### config.mk
export PLATFORM = sky130hd
export DESIGN_NAME = rule_unpacker_512_32_flat
export DESIGN_NICKNAME = d
export VERILOG_FILES = /design/src/rtl/rule_pkg.sv /design/src/rtl/rule_unpacker_512_32_if.sv /design/src/rtl/rule_unpacker_512_32.sv /design/src/flat_wrapper.sv
export SDC_FILE = /design/constraint.sdc
export NUM_CORES = 1
export LEC_CHECK = 0
export ABC_CLOCK_PERIOD_IN_PS = 44000
export BUFFER_PORTS_ARGS = -buffer_cell sky130_fd_sc_hd__buf_2
export CAP_MARGIN = 20
export CORE_UTILIZATION = 45
export DETAILED_ROUTE_END_ITERATION = 12
export PLACE_DENSITY = 0.68
export SYNTH_ARGS = -nofsm -noshare
export SYNTH_HDL_FRONTEND = slang
export SYNTH_SLANG_ARGS = --single-unit
### constraint.sdc
create_clock -name clk -period 44 [get_ports clk]
set_input_delay 2.2 -clock clk [delete_from_list [all_inputs] [get_ports clk]]
set_output_delay 2.2 -clock clk [all_outputs]
set_load 0.02 [all_outputs]
### src/rtl/rule_pkg.sv
// rule_pkg
// Shared constants for the rule bus width converters. The 32-to-512
// packer and the 512-to-32 unpacker both take their widths from here.
// Provides the wide/narrow data widths, the words-per-beat count, the empty
// field widths, and a helper that turns an eop beat's empty byte count into
// the index of the last 32-bit word to emit.
package rule_pkg;

  localparam int RULE_WIDE_W         = 512;
  localparam int RULE_NARROW_W       = 32;
  localparam int RULE_WORDS          = 16;
  localparam int RULE_WIDE_EMPTY_W   = 6;
  localparam int RULE_NARROW_EMPTY_W = 2;

  localparam logic [RULE_WIDE_EMPTY_W-1:0] RULE_WIDE_LAST_BYTE = 6'd63;
  localparam logic [3:0]                   RULE_LAST_WORD      = 4'd15;

  // Index of the last valid byte is 63 - empty; dividing by four gives the
  // word holding it. Non-eop beats are always full.
  function automatic logic [3:0] rule_last_idx(input logic                         eop,
                                               input logic [RULE_WIDE_EMPTY_W-1:0] empty);
    logic [RULE_WIDE_EMPTY_W-1:0] last_byte;
    last_byte = RULE_WIDE_LAST_BYTE - empty;
    return eop ? last_byte[5:2] : RULE_LAST_WORD;
  endfunction

endpackage

### src/rtl/rule_unpacker_512_32_if.sv
// rule_unpacker_512_32_if
// Bundles the 512-bit input beat channel and the 32-bit output word channel
// of the rule unpacker.
//   in_rule_*  : wide beat stream (sop, eop, empty[5:0], valid, data[511:0], ready)
//   out_rule_* : narrow word stream (sop, eop, empty[1:0], valid, data[31:0], ready)
// Modport slave is the unpacker's view; master is the view of the
// surrounding logic that feeds beats and consumes words.
interface rule_unpacker_512_32_if;
  import rule_pkg::*;

  logic                           in_rule_sop;
  logic                           in_rule_eop;
  logic [RULE_WIDE_EMPTY_W-1:0]   in_rule_empty;
  logic                           in_rule_valid;
  logic [RULE_WIDE_W-1:0]         in_rule_data;
  logic                           in_rule_ready;

  logic                           out_rule_sop;
  logic                           out_rule_eop;
  logic [RULE_NARROW_EMPTY_W-1:0] out_rule_empty;
  logic                           out_rule_valid;
  logic [RULE_NARROW_W-1:0]       out_rule_data;
  logic                           out_rule_ready;

  modport slave (
    input  in_rule_sop, in_rule_eop, in_rule_empty, in_rule_valid, in_rule_data,
    output in_rule_ready,
    output out_rule_sop, out_rule_eop, out_rule_empty, out_rule_valid, out_rule_data,
    input  out_rule_ready
  );

  modport master (
    output in_rule_sop, in_rule_eop, in_rule_empty, in_rule_valid, in_rule_data,
    input  in_rule_ready,
    input  out_rule_sop, out_rule_eop, out_rule_empty, out_rule_valid, out_rule_data,
    output out_rule_ready
  );

endinterface

### src/rtl/rule_unpacker_512_32.sv
// rule_unpacker_512_32
// Serializes 512-bit rule beats into 32-bit rule words, least-significant
// word first, carrying sop/eop/empty framing through. An eop beat emits
// only the words that hold valid bytes; the last word reports empty mod 4.
// Ports:
//   clk       sole clock
//   rst       asynchronous active-high reset
//   rule_if   slave side of the wide-in / narrow-out rule stream interface
//   proto_err sticky framing error flag
// Optional feature: define RULE_UNPACK_CHK_EN to enable sop/eop framing
// checking on accepted beats; otherwise proto_err is tied to 0.
module rule_unpacker_512_32
  import rule_pkg::*;
(
  input  logic                  clk,
  input  logic                  rst,
  rule_unpacker_512_32_if.slave rule_if,
  output logic                  proto_err
);

  logic                           buf_valid;
  logic [RULE_WIDE_W-1:0]         buf_data;
  logic                           buf_sop;
  logic                           buf_eop;
  logic [RULE_NARROW_EMPTY_W-1:0] buf_empty2;
  logic [3:0]                     last_idx;
  logic [3:0]                     idx;

  logic word_last;
  logic beat_acc;
  logic word_acc;

  assign word_last = (idx == last_idx);
  assign word_acc  = buf_valid & rule_if.out_rule_ready;

  // A new beat can load when the buffer is empty or when its final word is
  // leaving this cycle, which keeps one word per cycle across beats.
  assign rule_if.in_rule_ready = !rst & (!buf_valid | (rule_if.out_rule_ready & word_last));
  assign beat_acc              = rule_if.in_rule_valid & rule_if.in_rule_ready;

  // Holding register and word pointer. A beat load takes priority over
  // retiring the last word because both happen on the same edge.
  always_ff @(posedge clk or posedge rst) begin
    if (rst) begin
      buf_valid  <= 1'b0;
      buf_data   <= '0;
      buf_sop    <= 1'b0;
      buf_eop    <= 1'b0;
      buf_empty2 <= '0;
      last_idx   <= '0;
      idx        <= '0;
    end else if (beat_acc) begin
      buf_valid  <= 1'b1;
      buf_data   <= rule_if.in_rule_data;
      buf_sop    <= rule_if.in_rule_sop;
      buf_eop    <= rule_if.in_rule_eop;
      buf_empty2 <= rule_if.in_rule_eop ? rule_if.in_rule_empty[1:0] : 2'd0;
      last_idx   <= rule_last_idx(rule_if.in_rule_eop, rule_if.in_rule_empty);
      idx        <= '0;
    end else if (word_acc) begin
      if (!word_last) begin
        idx <= idx + 4'd1;
      end else begin
        buf_valid <= 1'b0;
      end
    end
  end

  // Output fields come straight from the holding register; the word select
  // is a 16:1 mux on idx.
  assign rule_if.out_rule_valid = buf_valid;
  assign rule_if.out_rule_data  = buf_data[{idx, 5'd0} +: RULE_NARROW_W];
  assign rule_if.out_rule_sop   = buf_valid & buf_sop & (idx == 4'd0);
  assign rule_if.out_rule_eop   = buf_valid & buf_eop & word_last;
  assign rule_if.out_rule_empty = rule_if.out_rule_eop ? buf_empty2 : 2'd0;

`ifdef RULE_UNPACK_CHK_EN
  logic in_pkt;

  // Framing check on accepted beats: a sop inside a packet or a non-sop
  // outside one latches the error until reset. Data flow is untouched.
  always_ff @(posedge clk or posedge rst) begin
    if (rst) begin
      in_pkt    <= 1'b0;
      proto_err <= 1'b0;
    end else if (beat_acc) begin
      if ((rule_if.in_rule_sop & in_pkt) | (!rule_if.in_rule_sop & !in_pkt)) begin
        proto_err <= 1'b1;
      end
      if (rule_if.in_rule_eop) begin
        in_pkt <= 1'b0;
      end else if (rule_if.in_rule_sop) begin
        in_pkt <= 1'b1;
      end
    end
  end
`else
  assign proto_err = 1'b0;
`endif

endmodule

### src/flat_wrapper.sv
// flat-port wrapper written by rule: the top's interface ports become plain ports
module rule_unpacker_512_32_flat import rule_pkg::*;
  (clk, rst, proto_err, rule_if_in_rule_sop, rule_if_in_rule_eop, rule_if_in_rule_empty, rule_if_in_rule_valid, rule_if_in_rule_data, rule_if_in_rule_ready, rule_if_out_rule_sop, rule_if_out_rule_eop, rule_if_out_rule_empty, rule_if_out_rule_valid, rule_if_out_rule_data, rule_if_out_rule_ready);
  rule_unpacker_512_32_if rule_if_i ();
  input  logic clk;
  input  logic rst;
  output logic proto_err;
  input wire logic [$bits(rule_if_i.in_rule_sop)-1:0] rule_if_in_rule_sop;
  input wire logic [$bits(rule_if_i.in_rule_eop)-1:0] rule_if_in_rule_eop;
  input wire logic [$bits(rule_if_i.in_rule_empty)-1:0] rule_if_in_rule_empty;
  input wire logic [$bits(rule_if_i.in_rule_valid)-1:0] rule_if_in_rule_valid;
  input wire logic [$bits(rule_if_i.in_rule_data)-1:0] rule_if_in_rule_data;
  output wire logic [$bits(rule_if_i.in_rule_ready)-1:0] rule_if_in_rule_ready;
  output wire logic [$bits(rule_if_i.out_rule_sop)-1:0] rule_if_out_rule_sop;
  output wire logic [$bits(rule_if_i.out_rule_eop)-1:0] rule_if_out_rule_eop;
  output wire logic [$bits(rule_if_i.out_rule_empty)-1:0] rule_if_out_rule_empty;
  output wire logic [$bits(rule_if_i.out_rule_valid)-1:0] rule_if_out_rule_valid;
  output wire logic [$bits(rule_if_i.out_rule_data)-1:0] rule_if_out_rule_data;
  input wire logic [$bits(rule_if_i.out_rule_ready)-1:0] rule_if_out_rule_ready;
  assign rule_if_i.in_rule_sop = rule_if_in_rule_sop;
  assign rule_if_i.in_rule_eop = rule_if_in_rule_eop;
  assign rule_if_i.in_rule_empty = rule_if_in_rule_empty;
  assign rule_if_i.in_rule_valid = rule_if_in_rule_valid;
  assign rule_if_i.in_rule_data = rule_if_in_rule_data;
  assign rule_if_in_rule_ready = rule_if_i.in_rule_ready;
  assign rule_if_out_rule_sop = rule_if_i.out_rule_sop;
  assign rule_if_out_rule_eop = rule_if_i.out_rule_eop;
  assign rule_if_out_rule_empty = rule_if_i.out_rule_empty;
  assign rule_if_out_rule_valid = rule_if_i.out_rule_valid;
  assign rule_if_out_rule_data = rule_if_i.out_rule_data;
  assign rule_if_i.out_rule_ready = rule_if_out_rule_ready;
  rule_unpacker_512_32 u_core (.clk(clk), .rst(rst), .rule_if(rule_if_i), .proto_err(proto_err));
endmodule
==> impl_metrics.py <==
metrics = {
    "status": {
        "status": "complete, no violations",
    },
    "clock_tree": {
        "clock_sinks": 525,
        "postCtsHoldBufs": 0,
        "cts_tree": "yes",
        "htree_levels": 3,
        "cts_buffer_depth": 3,
        "cts_buffers": 67,
        "cts_setup_buffers": 0,
        "cts-root-buf": "clkbuf_16",
        "clk_pin_slew_worst_paths_ns": 0.06,
        "clk-insertion-delay-late_ns": 0.60,
        "cts_resized": 0,
    },
    "routing": {
        "wl_mm": 147.8,
        "firstDrtPassIters": 5,
        "drc": 0,
        "wl_per_cell_um": 25.08,
        "routed_via_density": 6.393,
        "final_antenna_net_count": 0,
        "drtIter0Drc": 4058,
        "dr_total_vias": 37680,
    },
    "yosys": {
        "ys_warn_count": 0,
        "yosys.area_share.xor_xnor_pct": 0.08421,
        "avgSynthCellArea_um2": 9.374,
        "syn-cell-area_um2": 41600,
        "synth_top_family_by_area": "multiplexers",
        "synth_nets": 4964,
        "yosysSeqAreaShare_pct": 31.58,
        "ys.flop_type": "dfrtp_1",
        "synth_seq_cells": 525,
        "async_flop_share_pct": 100.0,
        "synth_edf_count": 0,
        "synth_compound_area_share_pct": 19.38,
        "ys_types": 39,
        "netlist_instances": 4438,
        "synth_fa_ha_area_share_pct": 0.06015,
        "synthMuxAreaShare_pct": 22.39,
        "synth-simple-area-share_pct": 21.00,
    },
    "floorplanning": {
        "initial_utilization_pct": 45.39,
        "die_w_um": 306.1,
        "core_area_um2": 91660,
        "row_count": 111,
        "io_pins": 563,
        "die_h_um": 306.1,
        "die-area_um2": 93670,
    },
    "power_and_ir_drop": {
        "power_uw": 1644,
        "powerDensity_nw_per_um2": 35.33,
        "p_switching_uw": 572.8,
        "p_int_uw": 1071,
        "p_leak_uw": 0.01857,
        "ir_worst_vdd_mv": 0.02833,
        "pwr-share-clk_pct": 33.6,
        "switching_share_pct": 34.84,
        "power_frac_comb_pct": 33.3,
        "seq_power_share_pct": 33.1,
    },
    "sta": {
        "finalCriticalPeriod_ns": 6.957,
        "finalSetupTns_ns": 0,
        "hold_viol_final": 0,
        "fmax_mhz": 143.7,
        "finalSetupViolations": 0,
        "finalMaxSlewViolations": 0,
        "rsz0062_at_grt": "no",
        "worst_slew_pin_slew_ns": 1.197,
        "period_share_pct": 15.81,
        "relSlewSlack_pct": 20.21,
        "clock_skew_ns": 0.01997,
    },
    "critical_path": {
        "worstRegToRegCells": 7,
        "r2r-end": "u_core.buf_data[317]",
        "arrival_ns": 4.76,
        "start_kind": "flop",
        "r2r-start": "u_core.rule_if.out_rule_valid",
        "cp-end-kind": "primary output",
        "cp.required_ns": 41.80,
        "rrSetupSlack_ns": 38.62,
        "cp_max_fo": 41,
        "critPathKind": "flop to primary output",
    },
    "global_routing": {
        "busiest_layer": "met2",
        "overflow": 0,
        "grt_usage_pct": 30.62,
        "grt_pass1_vias": 35210,
        "grt_util_met2_pct": 45.62,
        "grt_max_degree": 235,
        "use_met3_pct": 7.534,
        "grt_pass1_wl_mm": 222.3,
        "antenna_found_initial": 93,
        "grtUsageMet1_pct": 41.39,
    },
    "min_path": {
        "hp-class": "flop to flop",
        "whs_path_depth": 2,
        "min_from": "u_core.buf_eop",
        "min_to": "u_core.buf_eop",
    },
    "place": {
        "portBuffers": 561,
        "gp_congestion": 0.8833,
        "dp_hpwl_mm": 99.30,
    },
    "layout": {
        "synthToLayoutAreaGrowth_pct": 11.85,
        "drive_gt1_share_pct": 33.25,
        "fin_nets": 5136,
    },
    "run": {
        "max-cap-violations": 0,
    },
}
cell usage after synthesis, drive strengths merged (2+ instances only):
cell,number,area [um^2]
ha,2,25.02
o311ai,16,140.1
or3,6,37.54
and2,2,12.51
nand2,556,2087
nor3b,499,3746
o21ai,2,10.01
nor2b,3,18.77
mux2,498,6434
nor2,37,138.9
clkbuf,420,1577
dfrtp,525,13140
o211ai,499,4747
a311o,16,160.2
nor3,6,30.03
nand4,2,12.51
nor4,16,100.1
o221ai,8,70.07
a21oi,500,2502
o22ai,64,400.4
mux4,128,2883
buf,92,621.8
xnor2,4,35.03
a21o,2,15.01
inv,22,82.58
nand3,506,2532
how the worst max path moves through the flow:
stage / cells past startpoint / to / start
after floorplan: 1 / u_core.buf_data[0] / rst
after global placement: 6 / rule_if_out_rule_data[9] / u_core.idx[0]
after detailed placement: 6 / rule_if_out_rule_data[9] / u_core.idx[0]
after CTS: 6 / rule_if_out_rule_data[9] / u_core.idx[0]
after global routing: 6 / rule_if_out_rule_data[24] / u_core.idx[0]
final: 6 / rule_if_out_rule_data[9] / u_core.idx[0]
per-stage QoR:
stage	util, %	instance area (um^2)	worst slack, ns	instances	hold WS [ns]
final	50.77	46530	37.04	5894	0.5255
after global routing	50.73	46500	36.70	5882	0.5474
after CTS	50.62	46400	36.90	5839	0.5215
after detailed placement	48.30	44280	37.56	5727	0.5093
after global placement	48.30	44280	37.58	5727	0.5020
after floorplan	-	41600	27.13	4438	0.4807
logic make-up after synthesis:
group	Yosys count
and+or+nand+nor	1636
AOI/OAI and AO/OA	1109
muxes	626
buffers and inverters	535
DFF	525
xor gates and xnor gates	4
adders and majority gates	2
other	1
placed cells by master (no fill, tap or decap), types with 2 or more instances in the layout:
| cell type | Yosys | final |
|---|---|---|
| nand4_1 | 2 | 2 |
| clkbuf_16 | 0 | 68 |
| o22ai_1 | 64 | 64 |
| inv_1 | 22 | 21 |
| a311o_1 | 16 | 16 |
| dfrtp_4 | 0 | 4 |
| nor2_1 | 37 | 37 |
| nor3b_1 | 499 | 499 |
| a21o_1 | 2 | 2 |
| mux2_2 | 277 | 277 |
| dfrtp_1 | 525 | 521 |
| or3_1 | 6 | 6 |
| ha_1 | 2 | 2 |
| nor4_1 | 16 | 16 |
| o211ai_1 | 299 | 299 |
| buf_4 | 1 | 44 |
| bufinv_16 | 0 | 3 |
| mux2_4 | 220 | 220 |
| mux4_2 | 128 | 128 |
| xnor2_1 | 4 | 4 |
| clkbuf_1 | 420 | 14 |
| buf_12 | 0 | 10 |
| o211ai_2 | 200 | 200 |
| nor3_1 | 6 | 6 |
| nand2_1 | 556 | 556 |
| a21oi_1 | 500 | 500 |
| diode_2 | 0 | 55 |
| clkbuf_8 | 0 | 14 |
| nor2b_1 | 3 | 2 |
| o311ai_0 | 16 | 16 |
| and2_1 | 2 | 2 |
| o221ai_1 | 8 | 8 |
| buf_2 | 56 | 560 |
| nand3_1 | 506 | 506 |
| clkinv_2 | 0 | 10 |
| o21ai_0 | 2 | 2 |
metal layers:
metal	vias to the layer above	share of wire, %
li1	17140	-
met1	18860	42
met2	1331	45
met3	284	8.2
met4	62	4.5
met5	-	0.29
cell type report:
cell class,count,area [um^2]
Antenna cell,55,137.6
Fill cell,8360,45130
Clock buffer,96,1947
Timing Repair Buffer,615,3348
Tap cell,1186,1484
Inverter,23,93.84
Multi-Input combinational cell,3378,26200
Clock inverter,16,172.7
Sequential cell,525,13150
critical path: stages, from the launching register on:
cell,delay (ns)
dfrtp_4,1.01
buf_4,0.77
buf_4,0.66
mux4_2,0.65
o22ai_1,0.51
nor2_1,0.21
buf_2,0.22
power groups by stage:
stage,clock [uW],sequential [uW],combinational [uW]
floorplan,0,520,446
CTS,560,544,547
global placement,0,552,533
finish,553,544,547
detailed placement,0,553,545
global route,579,548,590
flip-flops by register name, indices dropped and copies added, names as in the netlist:
name and flops:
u_core.last_idx 4, u_core.buf_sop 1, u_core.buf_data 512, u_core.buf_eop 1, u_core.buf_empty2 2, u_core.rule_if.out_rule_valid 1
u_core.idx 4
No activity file was read; power rests on OpenSTA's default activity.
